===== src/rtl/ncd_pkg.sv =====
// Shared definitions for the passcode entry path: state encoding, code geometry
// and a small helper for deriving counter widths.
package ncd_pkg;

   localparam int unsigned DIGIT_W     = 4;
   localparam int unsigned CODE_W      = 16;
   localparam int unsigned CODE_DIGITS = 4;
   localparam int unsigned BCD_MAX     = 9;
   localparam int unsigned CNT_W       = 3;

   typedef enum logic [1:0] {
      IDLE   = 2'd0,
      ENTER  = 2'd1,
      CHECK  = 2'd2,
      LOCKED = 2'd3
   } state_e;

   function automatic int unsigned max_u(input int unsigned a, input int unsigned b);
      return (a > b) ? a : b;
   endfunction

endpackage


===== src/rtl/code_timer.sv =====
// Up-counter with synchronous clear and enable; flags when the count sits at
// the supplied terminal value and holds there rather than wrapping.
module code_timer #(
   parameter int unsigned W = 8
) (
   input  logic         i_clk,
   input  logic         i_rst_n,
   input  logic         i_clear,
   input  logic         i_enable,
   input  logic [W-1:0] i_limit,
   output logic         o_done
);

   logic [W-1:0] r_count;

   always_ff @(posedge i_clk) begin
      if (!i_rst_n) begin
         r_count <= '0;
      end else if (i_clear) begin
         r_count <= '0;
      end else if (i_enable && (r_count < i_limit)) begin
         r_count <= r_count + 1'b1;
      end
   end

   assign o_done = (r_count == i_limit);

endmodule


===== src/rtl/code_entry_ctrl.sv =====
// Passcode entry controller: gathers four BCD digits from debounced keys,
// compares them with a reference code and locks out after repeated failures.
module code_entry_ctrl
   import ncd_pkg::*;
#(
   parameter int unsigned TIMEOUT_CNT_MAX = 625_000_000,
   parameter int unsigned LOCK_CNT_MAX    = 625_000_000,
   parameter int unsigned MAX_FAIL        = 3
) (
   input  logic               i_clk,
   input  logic               i_rst_n,
   input  logic               i_start,
   input  logic               i_clear,
   input  logic               i_confirm,
   input  logic [DIGIT_W-1:0] i_digit,
   input  logic [CODE_W-1:0]  i_ref_code,
   output logic [CODE_W-1:0]  o_entry,
   output logic [CNT_W-1:0]   o_digit_cnt,
   output logic               o_entering,
   output logic               o_match,
   output logic               o_mismatch,
   output logic               o_timeout,
   output logic               o_bad_digit,
   output logic               o_locked
);

   localparam int unsigned TMR_MAX = max_u(TIMEOUT_CNT_MAX, LOCK_CNT_MAX);
   localparam int unsigned TMR_W   = (TMR_MAX > 1) ? $clog2(TMR_MAX) : 1;
   localparam logic [TMR_W-1:0] TIMEOUT_LIM = TMR_W'(TIMEOUT_CNT_MAX - 1);
   localparam logic [TMR_W-1:0] LOCK_LIM    = TMR_W'(LOCK_CNT_MAX - 1);
   localparam logic [CNT_W-1:0] FAIL_LIM    = CNT_W'(MAX_FAIL);
   localparam logic [CNT_W-1:0] LAST_DIGIT  = CNT_W'(CODE_DIGITS - 1);

   state_e             r_state;
   logic               r_start_q, r_clear_q, r_confirm_q;
   logic [CNT_W-1:0]   r_fail_cnt;
   logic [CODE_W-1:0]  r_entry;
   logic [CNT_W-1:0]   r_digit_cnt;
   logic               r_entering, r_match, r_mismatch, r_timeout, r_bad_digit, r_locked;

   logic               w_start_rise, w_clear_rise, w_confirm_rise, w_digit_ok;
   logic               w_timer_clr, w_timer_en, w_timer_done;
   logic [TMR_W-1:0]   w_timer_lim;

   always_ff @(posedge i_clk) begin
      if (!i_rst_n) begin
         r_start_q   <= 1'b0;
         r_clear_q   <= 1'b0;
         r_confirm_q <= 1'b0;
      end else begin
         r_start_q   <= i_start;
         r_clear_q   <= i_clear;
         r_confirm_q <= i_confirm;
      end
   end

   assign w_start_rise   = i_start & ~r_start_q;
   assign w_clear_rise   = i_clear & ~r_clear_q;
   assign w_confirm_rise = i_confirm & ~r_confirm_q;
   assign w_digit_ok     = (i_digit <= DIGIT_W'(BCD_MAX));

   // One timer serves both the entry inactivity limit and the lockout period.
   assign w_timer_en  = (r_state == ENTER) || (r_state == LOCKED);
   assign w_timer_clr = !w_timer_en ||
                        ((r_state == ENTER) && (w_clear_rise || w_confirm_rise));
   assign w_timer_lim = (r_state == LOCKED) ? LOCK_LIM : TIMEOUT_LIM;

   code_timer #(
      .W (TMR_W)
   ) u_timer (
      .i_clk    (i_clk),
      .i_rst_n  (i_rst_n),
      .i_clear  (w_timer_clr),
      .i_enable (w_timer_en),
      .i_limit  (w_timer_lim),
      .o_done   (w_timer_done)
   );

   always_ff @(posedge i_clk) begin
      if (!i_rst_n) begin
         r_state     <= IDLE;
         r_fail_cnt  <= '0;
         r_entry     <= '0;
         r_digit_cnt <= '0;
         r_entering  <= 1'b0;
         r_match     <= 1'b0;
         r_mismatch  <= 1'b0;
         r_timeout   <= 1'b0;
         r_bad_digit <= 1'b0;
         r_locked    <= 1'b0;
      end else begin
         r_match     <= 1'b0;
         r_mismatch  <= 1'b0;
         r_timeout   <= 1'b0;
         r_bad_digit <= 1'b0;
         unique case (r_state)
            IDLE: begin
               if (w_start_rise) begin
                  r_entry     <= '0;
                  r_digit_cnt <= '0;
                  r_entering  <= 1'b1;
                  r_state     <= ENTER;
               end
            end
            ENTER: begin
               // clear beats confirm; any key activity beats the timeout
               if (w_clear_rise) begin
                  r_entry     <= '0;
                  r_digit_cnt <= '0;
               end else if (w_confirm_rise) begin
                  if (w_digit_ok) begin
                     r_entry     <= {r_entry[CODE_W-DIGIT_W-1:0], i_digit};
                     r_digit_cnt <= r_digit_cnt + 1'b1;
                     if (r_digit_cnt == LAST_DIGIT) begin
                        r_entering <= 1'b0;
                        r_state    <= CHECK;
                     end
                  end else begin
                     r_bad_digit <= 1'b1;
                  end
               end else if (w_timer_done) begin
                  r_timeout   <= 1'b1;
                  r_entry     <= '0;
                  r_digit_cnt <= '0;
                  r_entering  <= 1'b0;
                  r_state     <= IDLE;
               end
            end
            CHECK: begin
               if (r_entry == i_ref_code) begin
                  r_match    <= 1'b1;
                  r_fail_cnt <= '0;
                  r_state    <= IDLE;
               end else begin
                  r_mismatch <= 1'b1;
                  r_fail_cnt <= r_fail_cnt + 1'b1;
                  if ((r_fail_cnt + 1'b1) == FAIL_LIM) begin
                     r_locked <= 1'b1;
                     r_state  <= LOCKED;
                  end else begin
                     r_state <= IDLE;
                  end
               end
            end
            LOCKED: begin
               if (w_timer_done) begin
                  r_fail_cnt <= '0;
                  r_locked   <= 1'b0;
                  r_state    <= IDLE;
               end
            end
            default: r_state <= IDLE;
         endcase
      end
   end

   assign o_entry     = r_entry;
   assign o_digit_cnt = r_digit_cnt;
   assign o_entering  = r_entering;
   assign o_match     = r_match;
   assign o_mismatch  = r_mismatch;
   assign o_timeout   = r_timeout;
   assign o_bad_digit = r_bad_digit;
   assign o_locked    = r_locked;

endmodule


===== config.mk =====
export PLATFORM = sky130hd
export DESIGN_NAME = code_entry_ctrl
export DESIGN_NICKNAME = d
export VERILOG_FILES = /design/src/rtl/ncd_pkg.sv /design/src/rtl/code_timer.sv /design/src/rtl/code_entry_ctrl.sv
export SDC_FILE = /design/constraint.sdc
export NUM_CORES = 1
export LEC_CHECK = 0
export CORE_MARGIN = 2
export CORE_UTILIZATION = 48
export DETAILED_ROUTE_END_ITERATION = 7
export MAX_ROUTING_LAYER = met4
export PLACE_DENSITY = 0.75
export SLEW_MARGIN = 0
export SYNTH_ARGS = -nofsm -noshare
export SYNTH_HDL_FRONTEND = slang
export SYNTH_SLANG_ARGS = --single-unit

===== constraint.sdc =====
create_clock -name i_clk -period 2.6 [get_ports i_clk]
set_input_delay 0.39 -clock i_clk [delete_from_list [all_inputs] [get_ports i_clk]]
set_output_delay 0.39 -clock i_clk [all_outputs]
set_load 0.02 [all_outputs]

==> out/results.txt <==
For the remaining global-route overflow, the log shows 0. The startpoint of the most critical hold path was o_digit_cnt[2]. The total global-route track usage is 21.50%.

The tools report the setup fix buffers added after clock tree synthesis as 0. The headroom to the max-slew limit was 65.86%. The synthesized netlist contains 50 unique library cells.

Horizontal die dimension: 85.69 um. The instance count of the mapped netlist is 371, and the arrival time reported for the critical path endpoint is 2.72 ns. The Yosys step of the flow raised 0 warnings.

IR analysis of the VDD net gives a maximum drop of 0.3709 mV. The final period demand of the worst path is 2.500 ns. CTS saw 63 sinks.

The number of remaining DRC errors is 0. Data required time at the worst endpoint: 2.82 ns. Buffers placed on the I/O ports in this run total 49. The tools report the reg-to-reg startpoint as u_timer.r_count[23]. The latest clock arrival within the worst-skew pair was 0.34 ns; the H-tree level count was 3. The synthesized net count came out at 401.

The area growth from synthesis to final layout was 27.38%. The kind of critical path was flop to flop. For the maximum number of pins on one net before global-route repair, the log shows 35. For the total negative slack, the log shows 0 ns. The ratio of routed vias to standard cells is 5.548. The critical path starts at u_timer.r_count[23]. The highest cell delay on the worst timing path is 0.59 ns, and the die area is 7343 um2.

The first global-routing pass estimated 12.41 mm of wire. The logs give 2,831 for the via count of the first global-routing pass and 9 for the number of buffers inserted during clock tree synthesis. After synthesis, the share of flip-flops with an asynchronous set or reset is 0%. The clock transition at the registers of the reported paths came out at 0.07 ns. Dividing the detail-routed wire length by the instance count gives 13.55 um. The tools report the number of failing setup endpoints in the final timing report as 0. The number of iterations in the first detailed-routing pass was 4; the overall power consumption was 0.002013 W. The tools report the initial antenna violation count as 0. Most used cell along the critical path: or4_4.

Across the routed clock network, the largest skew measured is 0.008147 ns. The tools report the number of max-slew violations in the final report as 0. The first routing iteration left 92 violations.

Yosys mapped a number of flops with a built-in enable equal to 0. Cell with the biggest individual delay on the critical path: or4_4. The count of inserted antenna diode cells came out at 0. Fill cells in the final layout number 554. Clock tree synthesis selected as its root buffer the cell clkbuf_8.

The post-layout net count is 464, and the critical-path maximum fanout is 19. Routability-driven placement finished with a final weighted congestion of 0.8478. In this run the vertical extent of the chip is 85.69 um. In this run the worst hold path is classified as flop to flop.

The clock passes through at most 2 buffers. The detail route stage leaves a number of antenna-violating nets equal to 0. For the number of buffers added to fix hold violations after cts, the log shows 0.

Setup repair after global routing left no endpoint under its margin. Summed over all cells, the static leakage comes to 1.327 nW. The run finished with clean final reports. The number of endpoints with negative hold slack in the final report is 0. For this configuration, the core starts out at a cell density of 50.16%. Dividing total power by cell area gives a power density of 493.4 nW/um2.

In the final layout, the share of cells above drive strength 1 is 11.87%. The most used flip-flop cell after synthesis is dfxtp_1. Max-cap violations in this run came to 0. For the pin with the worst max-slew slack, the measured transition is 0.5109 ns. The floorplan has 29 rows. The worst path uses 96.14% of the clock period. Averaged over all synthesized cells, the footprint is 8.634 um2.

Capturing element type of the critical path: a flop. For the detailed-placement wirelength estimate, the log shows 4.996 mm. Via count of the routed design: 2,857.

Core box area: 6386 um2. For the aggregate routed wire length, the log shows 6.977 mm. The signal on the critical path passes through nand4bb_1, or4_4, or4_4, a2111o_1, buf_4, nand2_1, a21boi_0.

During I/O placement, the number of pins put on the boundary was 50. The run gives 0 as the number of gates given a new drive strength after cts. TritonCTS built the clock tree. After synthesis, flip-flops and latches occupy 39.37% of the total area. The netlist area before placement was 3203 um2. Counting flops and latches in the post-synthesis netlist gives 63. The startpoint kind of the worst setup timing path was a flop.

Derived from the worst setup path, the maximum achievable clock frequency is 400.1 MHz.
## per-layer routing
metal	wire, um	up-vias	track usage (%)
met5	0	-	-
met3	422	13	6.641
met2	3395	75	35.87
li1	-	1439	-
met4	112	0	7.215
met1	3047	1330	24.55
## synth_stat cells, types with 2 or more instances
cell / number / share of area (%)
and2_1: 6 / 1.2
o21ai_0: 7 / 1.1
a31oi_1: 2 / 0.39
xor2_1: 6 / 1.6
or3_1: 2 / 0.39
nand4bb_1: 2 / 0.70
clkbuf_1: 12 / 1.4
nand3b_1: 3 / 0.70
a21boi_2: 9 / 3.2
a2111oi_0: 3 / 0.82
nor2b_1: 6 / 1.2
and3_1: 5 / 0.98
buf_1: 2 / 0.23
nor3b_1: 3 / 0.70
xnor2_1: 36 / 9.8
a21o_1: 3 / 0.70
nor4_1: 11 / 2.1
nand2b_1: 2 / 0.39
nand2_1: 36 / 4.2
nand3_2: 2 / 0.63
and4_1: 5 / 1.4
inv_1: 10 / 1.2
ha_1: 5 / 2.0
nand3_1: 30 / 4.7
dfxtp_1: 63 / 39
a21oi_1: 5 / 0.78
or4_4: 2 / 0.70
a21boi_0: 11 / 2.6
nor2_1: 34 / 4.0
nand4_1: 13 / 2.5
nor3_1: 13 / 2.0
buf_4: 2 / 0.47
o211ai_1: 3 / 0.70
## through the flow
stage / util, % / instances / worst slack [ns] / cell area, um2 / hold slack [ns]
2_1_floorplan: - / 371 / 0.02648 / 3203 / 0.4427
5_1_grt: 63.89 / 515 / 0.01151 / 4080 / 0.4937
3_5_place_dp: 60.95 / 500 / 0.07059 / 3892 / 0.4662
4_1_cts: 63.77 / 515 / 0.05446 / 4073 / 0.4752
3_3_place_gp: 60.95 / 500 / 0.1318 / 3892 / 0.4540
6_report: 63.89 / 515 / 0.1004 / 4080 / 0.4610
## cell families (layout without fill, tap and decap cells)
kind of cell	Yosys count	after routing	share of synthesized area [%]
buffers and inverters	28	95	3.867
DFF	63	63	39.38
AOI/OAI and AO/OA	53	53	13.48
adders and majority gates	5	5	1.953
and+or+nand+nor	179	179	29.53
muxes	1	1	0.3125
xor gates and xnor gates	42	42	11.48
## final timing paths
check	endpoint	slack [ns]	depth (start not counted)
setup / recovery	o_entry[8]	0.10	7
hold reg to reg	o_digit_cnt[2]	0.46	2
setup reg to reg	o_entry[8]	0.10	7
hold / removal	o_digit_cnt[2]	0.46	2
## layout make-up
cell class	count	area (um2)	share of cell area, %
clock buffers	12	135.1	3.312
clock inverters	3	45.04	1.104
inverters	10	37.54	0.9200
multi-input cells	280	1831	44.86
flip-flops and latches	63	1262	30.94
well taps	77	96.34	2.361
repair buffers	70	673.1	16.50
## worst max-delay path: cells and delay by family, from the launching register on
family,cells,cell delay (ns)
compound gates,2,0.49
buf+inv,1,0.20
flops,1,0.35
simple gates,4,1.33
## state kept, by name (all words and copies together), names as in the netlist, 2 cells and up
register	flops
o_digit_cnt	3
o_entry	16
r_state	2
r_fail_cnt	3
u_timer.r_count	30
## power breakdown
| group | switching (W) | internal (W) |
|---|---|---|
| Clock | 0.000362 | 0.000438 |
| Combinational | 0.000116 | 0.000109 |
| Sequential | 0.0000110 | 0.000976 |
## layout by cell type (no fill, tap or decap), types with 2 or more instances in the layout
cell type	count
dfxtp_1	62
clkdlybuf4s50_1	49
nand2_1	36
xnor2_1	36
nor2_1	34
nand3_1	30
buf_4	19
nand4_1	13
nor3_1	13
nor4_1	11
inv_1	10
a21boi_2	9
a21boi_0	9
clkbuf_8	9
o21ai_0	7
nor2b_1	6
and2_1	6
xor2_1	6
a21oi_1	5
and3_1	5
and4_1	5
ha_1	5
nand3b_1	3
o211ai_1	3
a21o_1	3
nor3b_1	3
a21boi_1	3
clkbuf_1	3
nand4bb_1	2
or4_4	2
or3_1	2
a2111oi_0	2
nand3_2	2
nand2b_1	2
a31oi_1	2
clkinvlp_4	2
buf_12	2
No activity file was read; power rests on OpenSTA's default activity.
